`config.mk`:
```
export PLATFORM = sky130hd
export DESIGN_NAME = ring_clk_downsampler
export DESIGN_NICKNAME = d
export VERILOG_FILES = /design/src/rtl/ring_clk_downsampler.sv
export SDC_FILE = /design/constraint.sdc
export NUM_CORES = 1
export LEC_CHECK = 0
export ABC_CLOCK_PERIOD_IN_PS = 2000
export BUFFER_PORTS_ARGS = -buffer_cell sky130_fd_sc_hd__buf_2
export CORE_MARGIN = 2
export CORE_UTILIZATION = 51
export CTS_BUF_LIST = sky130_fd_sc_hd__clkbuf_4 sky130_fd_sc_hd__clkbuf_8
export CTS_CLUSTER_DIAMETER = 40
export DETAILED_ROUTE_END_ITERATION = 12
export GPL_TIMING_DRIVEN = 0
export PLACE_DENSITY = 0.81
export SLEW_MARGIN = 15
export SYNTH_ARGS = -nofsm -noshare
export SYNTH_HDL_FRONTEND = slang
export SYNTH_SLANG_ARGS = --single-unit
```
`constraint.sdc`:
```
create_clock -name clk_i -period 2 [get_ports clk_i]
set_clock_uncertainty 0.1 [all_clocks]
set_input_delay 0.4 -clock clk_i [delete_from_list [all_inputs] [get_ports clk_i]]
set_output_delay 0.4 -clock clk_i [all_outputs]
set_load 0.02 [all_outputs]
```
`src/rtl/ring_clk_downsampler.sv`:
```
// Programmable clock divider behind the ring oscillator: registered 50% duty clk_o,
// per-period tick, and a valid/ready config port applied only on period boundaries.
module ring_clk_downsampler #(
    parameter int width_p = 8
) (
    input  logic               clk_i,
    input  logic               reset_i,
    input  logic               en_i,
    input  logic               ds_v_i,
    input  logic [width_p-1:0] ds_val_i,
    output logic               ds_ready_o,
    output logic               clk_o,
    output logic               tick_o,
    output logic [width_p-1:0] ds_active_o
);

    typedef enum logic [1:0] {
        STOP,
        RUN_LO,
        RUN_HI
    } mode_e;

    logic [width_p-1:0] ds_r;
    logic [width_p-1:0] cnt_r;
    logic [width_p-1:0] pend_val_r;
    logic               clk_r;
    logic               pend_r;
    logic               tick_r;

    mode_e mode;
    logic  term;
    logic  accept;

    // The running state is the enable input paired with the output flop.
    always_comb begin
        // NOTE: default first so every path assigns mode and no latch is inferred.
        mode = STOP;
        if (en_i) begin
            mode = clk_r ? RUN_HI : RUN_LO;
        end
    end

    // >= rather than == keeps the divider sane if cnt_r ever exceeds a newly applied N.
    assign term   = (cnt_r >= ds_r);
    assign accept = ds_v_i & ~pend_r;

    always_ff @(posedge clk_i) begin
        // NOTE: reset is synchronous and sampled only on the oscillator edge; it also drops any pending config.
        if (reset_i) begin
            ds_r       <= '0;
            cnt_r      <= '0;
            clk_r      <= 1'b0;
            pend_r     <= 1'b0;
            pend_val_r <= '0;
            tick_r     <= 1'b0;
        end else begin
            // Accept needs pend_r=0 and apply needs pend_r=1, so they never collide.
            if (accept) begin
                pend_r     <= 1'b1;
                pend_val_r <= ds_val_i;
            end

            unique case (mode)
                STOP: begin
                    cnt_r  <= '0;
                    clk_r  <= 1'b0;
                    tick_r <= 1'b0;
                    if (pend_r) begin
                        ds_r   <= pend_val_r;
                        pend_r <= 1'b0;
                    end
                end
                RUN_LO: begin
                    if (term) begin
                        clk_r  <= 1'b1;
                        cnt_r  <= '0;
                        tick_r <= 1'b1;
                    end else begin
                        cnt_r  <= cnt_r + 1'b1;
                        tick_r <= 1'b0;
                    end
                end
                RUN_HI: begin
                    tick_r <= 1'b0;
                    if (term) begin
                        clk_r <= 1'b0;
                        cnt_r <= '0;
                        // New ratio lands on the falling edge so the next low phase uses it.
                        if (pend_r) begin
                            ds_r   <= pend_val_r;
                            pend_r <= 1'b0;
                        end
                    end else begin
                        cnt_r <= cnt_r + 1'b1;
                    end
                end
                default: begin
                    cnt_r  <= '0;
                    clk_r  <= 1'b0;
                    tick_r <= 1'b0;
                end
            endcase
        end
    end

    assign ds_ready_o  = ~pend_r;
    assign clk_o       = clk_r;
    assign tick_o      = tick_r;
    assign ds_active_o = ds_r;

endmodule
```
==> impl_results.md, run 1 <==
- Post-DR vias/cell: a little under 5
- Cell row count: 18
- Final period utilization: 0.972
- Die Y-Extent: about 54 µm
- Nets: a little under 200
- Worst EP required: approximately 2.1 ns
- Share of cells above drive strength 1: 0.281
- Largest net degree at the start of global routing: 17
- Initial Util: 0.532
- WP data arrival: between 2 and 2.5 ns
- Library cells used by synthesis: 25
- Most frequent cells in the layout: 22 x dfxtp_1, 21 x buf_2, 17 x nand2_1, 17 x nand2b_1
- Clock latency on the worst-skew pair: roughly 0.33 ns
- Outcome: completed
- Worst hold-check slack: approximately 0.19 ns
- Max-cap violations: 0
- CTS sink cnt: 27
- Fin area: roughly 1600 µm²
- Leakage: ~0.63 nW
- Setup crit start kind: flop
- Top cell type by total area after synthesis: dfxtp_1
- H-Tree Level Count: 1
- Area contributors post-synth: dfxtp_1 42%, ha_1 8.7%, nand2b_1 8.2%
- Vias in the first global route: 947
- Final count of pins violating max slew: 0
- Placed insts: approximately 190
- Pwr dens: around 600 nW/µm²
- Clk root buf: clkbuf_4
- Rel. slew slack: 0.728
- First-pass GRT wire length: slightly below 4 mm
- Crit Path Max Fanout: 8
- I/O pin cnt: 23
- Post-DP HPWL: 1.86 mm
- Die area: just under 3000 µm²
- Largest family of logic cells by synthesized area: simple AND/OR/NAND/NOR gates
- Ant diodes: 0
- Maximum vdd drop: around 0.6 mV
- Post-layout min period: roughly 2 ns
- Syn_area_per_cell: ~9 µm²
- Total wire length: approximately 2.5 mm
- Commonest non-fill, non-tap cell in the layout: dfxtp_1
- Mux cell area share after synthesis: 0.0618
- Seq/Total Area, Yosys: 0.417
- Post-synthesis cell count: 140
- Syn_nets: 161
- Layout Cells excl Fill: around 200
- Yosys reg bits: 27
- Syn-to-layout area delta: 20.1%
- Vias post-DR: 974
- Yosys Warn Count: 0
- Slew @ Worst Pin: between 0.4 and 0.5 ns
- Clk slew on worst S/H paths: roughly 0.15 ns
- Initial antenna violation count: 0
- Grt total ovfl: 0
- CTS Hold Bufs: 0
- Pre-Repair DR Iteration Count: 3
- Post-route antenna net violation count: 0
- CP Class: flop to flop
- Compound-Gate Fraction of Synth Area: 0.115
- Post-route setup slack: about 0.057 ns
- Post-DP Area: roughly 1400 µm²
- Synth top area share: 0.417
- CTS Buffer Depth: 2
- Core area: ~2400 µm²
- Avg WL per Cell: between 10 and 15 µm
- CTS tree: built
- RePlAce Congestion: about 0.73
- Fin. Hold Viols: 0
- # DRC: 0
- Worst hold path type: primary input to flop
- DR iter-0 viols: 6
- Fmax: between 0.5 and 0.6 GHz
- Synthesized cell area: between 1000 and 1500 µm²
- Setup WS pre-CTS: -0.0332 ns
- Simple-gate share of the synthesized area: 0.219
- Synth Area in Adders: 0.0870
- Port Buffers: 21
- Die Wd: 54.4 µm
- Num CTS Buffers: 3
- Setup Viol. Count Final: 0
- Synth Area in XOR/XNOR: 0.0473
- CP Capture Type: flop
- Fin util: 0.639
- GRT Overall Usage: 0.183
==> worst paths after layout <==
path / start / to / slack [ns] / depth (start not counted)
max reg2reg: cnt_r[5] / ds_active_o[4] / 0.06 / 7
max: cnt_r[5] / ds_active_o[4] / 0.06 / 7
min reg2reg: pend_val_r[0] / pend_val_r[0] / 0.37 / 2
min: ds_val_i[0] / pend_val_r[0] / 0.19 / 3
==> stage by stage <==
step | TNS [ns] | power [mW]
final | 0 | 0.930
after floorplan | 0 | 0.658
after detailed placement | -0.207 | 0.692
after global placement | 0 | 0.686
after global routing | -0.331 | 0.990
after CTS | 0 | 0.928
==> sequential cells by signal (all words and copies together), names as in the netlist <==
signal,count
pend_r,1
cnt_r,8
tick_o,1
pend_val_r,8
ds_active_o,8
clk_o,1
==> cells by family after synthesis <==
kind of cell,count (synthesis)
AOI/OAI and AO/OA,18
xor gates and xnor gates,7
adders and majority gates,9
buffers and inverters,16
DFF,27
muxes,8
and+or+nand+nor,55
==> cell usage after synthesis <==
| library cell | number |
|---|---|
| a2111oi_4 | 1 |
| a21boi_2 | 1 |
| a21o_1 | 1 |
| a21oi_1 | 10 |
| a221oi_2 | 1 |
| and3_1 | 3 |
| buf_6 | 1 |
| clkbuf_1 | 4 |
| dfxtp_1 | 27 |
| ha_1 | 9 |
| inv_1 | 11 |
| mux2i_1 | 8 |
| nand2_1 | 17 |
| nand2b_1 | 17 |
| nand2b_4 | 1 |
| nand3_1 | 5 |
| nand3b_2 | 1 |
| nor2_1 | 9 |
| nor2b_1 | 1 |
| nor3_1 | 1 |
| o211ai_1 | 2 |
| o21a_1 | 1 |
| o21a_4 | 1 |
| xnor2_1 | 2 |
| xor2_1 | 5 |
==> critical path, stage by stage (launching register included) <==
cell	delay, ns
dfxtp_1	0.44
ha_1	0.27
and3_4	0.19
a221oi_2	0.31
o21a_4	0.20
a21boi_2	0.06
buf_6	0.14
mux2i_2	0.14
==> report_power, final <==
group          total, mW  switching, mW  internal, mW
logic              0.125         0.0646        0.0600
clock network      0.240          0.163        0.0765
registers          0.566         0.0102         0.556
total              0.930          0.238         0.692
==> final cells by class <==
cell class | instances | area [µm²]
repair buffers | 27 | 150
fillers | 207 | 877
clock inverters | 1 | 7.51
well taps | 30 | 37.5
flip-flops and latches | 27 | 549
clock buffers | 3 | 22.5
inverters | 11 | 41.3
multi-input cells | 97 | 721
plain buffers | 5 | 26.3
==> repair_timing <==
action                     4_1_cts  5_1_grt
setup endpoints to repair        9       17
pin swaps                        0        4
buffers inserted                 1        5
resized for setup                1       10
==> per-layer routing <==
metal	global-route usage	vias up	share of wire
li1	-	522	-
met1	0.207	437	0.44
met2	0.341	11	0.53
met3	0.0328	4	0.023
met4	0.0625	0	0.011
met5	0	-	0
No activity file was read; power rests on OpenSTA's default activity.
==> inputs of run 2 (changes only) <==
--- a/config.mk
+++ b/config.mk
@@ -8,13 +8,14 @@
 export ABC_CLOCK_PERIOD_IN_PS = 2000
 export BUFFER_PORTS_ARGS = -buffer_cell sky130_fd_sc_hd__buf_2
 export CORE_MARGIN = 2
-export CORE_UTILIZATION = 51
+export CORE_UTILIZATION = 50
 export CTS_BUF_LIST = sky130_fd_sc_hd__clkbuf_4 sky130_fd_sc_hd__clkbuf_8
 export CTS_CLUSTER_DIAMETER = 40
 export DETAILED_ROUTE_END_ITERATION = 12
 export GPL_TIMING_DRIVEN = 0
-export PLACE_DENSITY = 0.81
+export PLACE_DENSITY = 0.79
 export SLEW_MARGIN = 15
 export SYNTH_ARGS = -nofsm -noshare
 export SYNTH_HDL_FRONTEND = slang
 export SYNTH_SLANG_ARGS = --single-unit
+export TNS_END_PERCENT = 5
==> run 2 against run 1 <==
Hold slack lost 0.019 ns; via count grew 2.1%; non-clock buffer count shrank 4; cell count shrank 2.0%.
==> impl_results.md, run 2 (synthesis results as in run 1) <==
- Share of cells above drive strength 1: 0.246 (-0.0352)
- Slowest-stage cell, CP: dfxtp_2
- Die area: 3010 µm² (+1.8%)
- Hold depth: 3 (unchanged)
- CP Class: flop to flop
- Clk pwr share: 0.264 (+0.006)
- # DRC: 0 (unchanged)
- Post-DP Area: 1440 µm² (unchanged)
- Internal power: 0.686 mW (-0.81%)
- Fin Setup TNS: 0 ns (unchanged)
- Critical R2R Capture: ds_active_o[1]
- Commonest non-fill, non-tap cell in the layout: dfxtp_1
- Total wire length: 2.46 mm (+0.20%)
- I/O pin cnt: 23 (unchanged)
- CP Capture Type: flop
- Post-DR vias/cell: 5.05 (+4.1%)
- Leakage: 0.615 nW (-3.1%)
- Core area: 2450 µm² (+0.93%)
- Hold endpoint: pend_val_r[6]
- Maximum vdd drop: 0.575 mV (-6.7%)
- Outcome: completed
- Max-cap violations: 0 (unchanged)
- Fmax: 0.521 GHz (+1.2%)
- Fin. Hold Viols: 0 (unchanged)
- Post-layout min period: 1.92 ns (-0.0233 ns)
- Crit Path Max Fanout: 8 (unchanged)
- Worst hold path type: primary input to flop
- Part of the power in registers: 0.609 (about the same)
- Worst r2r src: ds_active_o[6]
- DR iter-0 viols: 8 (+2)
- CTS Buffer Depth: 2 (unchanged)
- GRT Overall Usage: 0.185 (+0.00143)
- Num CTS Buffers: 3 (unchanged)
- Grt total ovfl: 0 (unchanged)
- Worst hold-check slack: 0.170 ns (-0.0188 ns)
- Die Wd: 54.9 µm (+0.92%)
- Crit path largest cell delay: 0.36 ns (-0.08 ns)
- Vias post-DR: 994 (+2.1%)
- Fin util: 0.618 (-0.0212)
- Most frequent cells in the layout: 23 x dfxtp_1, 21 x buf_2, 17 x nand2_1, 17 x nand2b_1, 11 x inv_1
- Post-route antenna net violation count: 0 (unchanged)
- Layout Cells excl Fill: 197 (-2.0%)
- CTS sink cnt: 27 (unchanged)
- RePlAce Congestion: 0.790 (+7.8%)
- Part of the power in combinational logic: 0.127 (-0.007)
- Setup Viol. Count Final: 0 (unchanged)
- Worst hold start: ds_val_i[6]
- Post-DP HPWL: 1.84 mm (-0.99%)
- Rel. slew slack: 0.737 (+0.00985)
- Sw frac: 0.263 (+0.00695)
- Vias in the first global route: 932 (-1.6%)
- P_sw: 0.245 mW (+2.8%)
- CTS tree: built
- Setup crit start kind: flop
- H-Tree Level Count: 1 (unchanged)
- Worst EP required: 2.16 ns (+0.02 ns)
- Avg WL per Cell: 12.5 µm (+2.2%)
- Final period utilization: 0.960 (-0.0117)
- Fin area: 1520 µm² (-2.4%)
- Clk root buf: clkbuf_4
- Cell row count: 18 (unchanged)
- Clock latency on the worst-skew pair: 0.34 ns (about the same)
- First-pass GRT wire length: 3.91 mm (+0.72%)
- Ant diodes: 0 (unchanged)
- Flop-to-flop setup slack: 0.08 ns (+0.02 ns)
- Die Y-Extent: 54.9 µm (+0.92%)
- Final count of pins violating max slew: 0 (unchanged)
- Nets: 189 (-2.1%)
- Final Power: 0.931 mW (+0.12%)
- CP Cell Sequence: inv_1 > ha_4 > and3_4 > o211ai_1 > o21a_4 > a21boi_2 > buf_6 > mux2i_1
- Largest net degree at the start of global routing: 16 (-1)
- Initial Util: 0.528 (-0.00488)
- Placed insts: 191 (unchanged)
- Initial antenna violation count: 0 (unchanged)
- Pwr dens: 614 nW/µm² (+2.6%)
- Clk slew on worst S/H paths: 0.16 ns (about the same)
- Setup WS pre-CTS: -0.0792 ns (-0.0459 ns)
- Port Buffers: 21 (unchanged)
- Pre-Repair DR Iteration Count: 3 (unchanged)
- Slew @ Worst Pin: 0.394 ns (-0.0148 ns)
- Syn-to-layout area delta: 17.2%
- Reg2Reg Depth: 8 (+1)
- WP data arrival: 2.08 ns (about the same)
- Post-route setup slack: 0.0800 ns (+0.0233 ns)
run 2: critical path, delay by kind of cell, from the launching register on:
family | cells | cell delay [ns]
buf+inv | 2 | 0.24
mux | 1 | 0.21
simple gates | 1 | 0.18
fa+ha+maj | 1 | 0.27
compound gates | 3 | 0.48
flops | 1 | 0.36
run 2: repair_timing:
action / 4_1_cts / 5_1_grt
setup endpoints to repair: 15 / 10
hold buffers: 0 / 0
pin swaps: 1 / 2
setup buffers: 1 / 1
resized for setup: 3 / 5
endpoints found under the hold margin: 0 / 0
run 2: final cells by class:
cell class                 count  area (µm²)
fill                         209         937
multi-input combinational     97         717
sequential                    27         548
timing repair buffer          23         120
inverter                      11        41.3
tap                           30        37.5
buffer                         5        26.3
clock buffer                   3        22.5
clock inverter                 1        5.00
run 2: layer usage:
layer / vias up / part of all wire / GRT usage
met3: 4 / 0.031 / 0.0403
met5: - / 0 / 0
met1: 464 / 0.44 / 0.214
met4: 0 / 0.015 / 0.0732
met2: 15 / 0.51 / 0.329
li1: 511 / - / -
run 2: how the worst max path moves through the flow:
| stage | start | to | depth (start not counted) |
|---|---|---|---|
| after floorplan | ds_active_o[7] | ds_active_o[0] | 8 |
| after global placement | cnt_r[0] | ds_active_o[5] | 8 |
| after detailed placement | cnt_r[0] | ds_active_o[1] | 8 |
| after CTS | cnt_r[0] | ds_active_o[1] | 8 |
| after global routing | ds_active_o[6] | ds_active_o[1] | 8 |
| final | ds_active_o[6] | ds_active_o[1] | 8 |
run 2: power by group through the flow:
stage                     sequential [mW]  clock, mW  combinational, mW
final                               0.567      0.245              0.119
after global routing                0.569      0.260              0.133
after CTS                           0.568      0.240              0.117
after detailed placement            0.580          0              0.113
after global placement              0.578          0              0.109
after floorplan                     0.585          0             0.0733
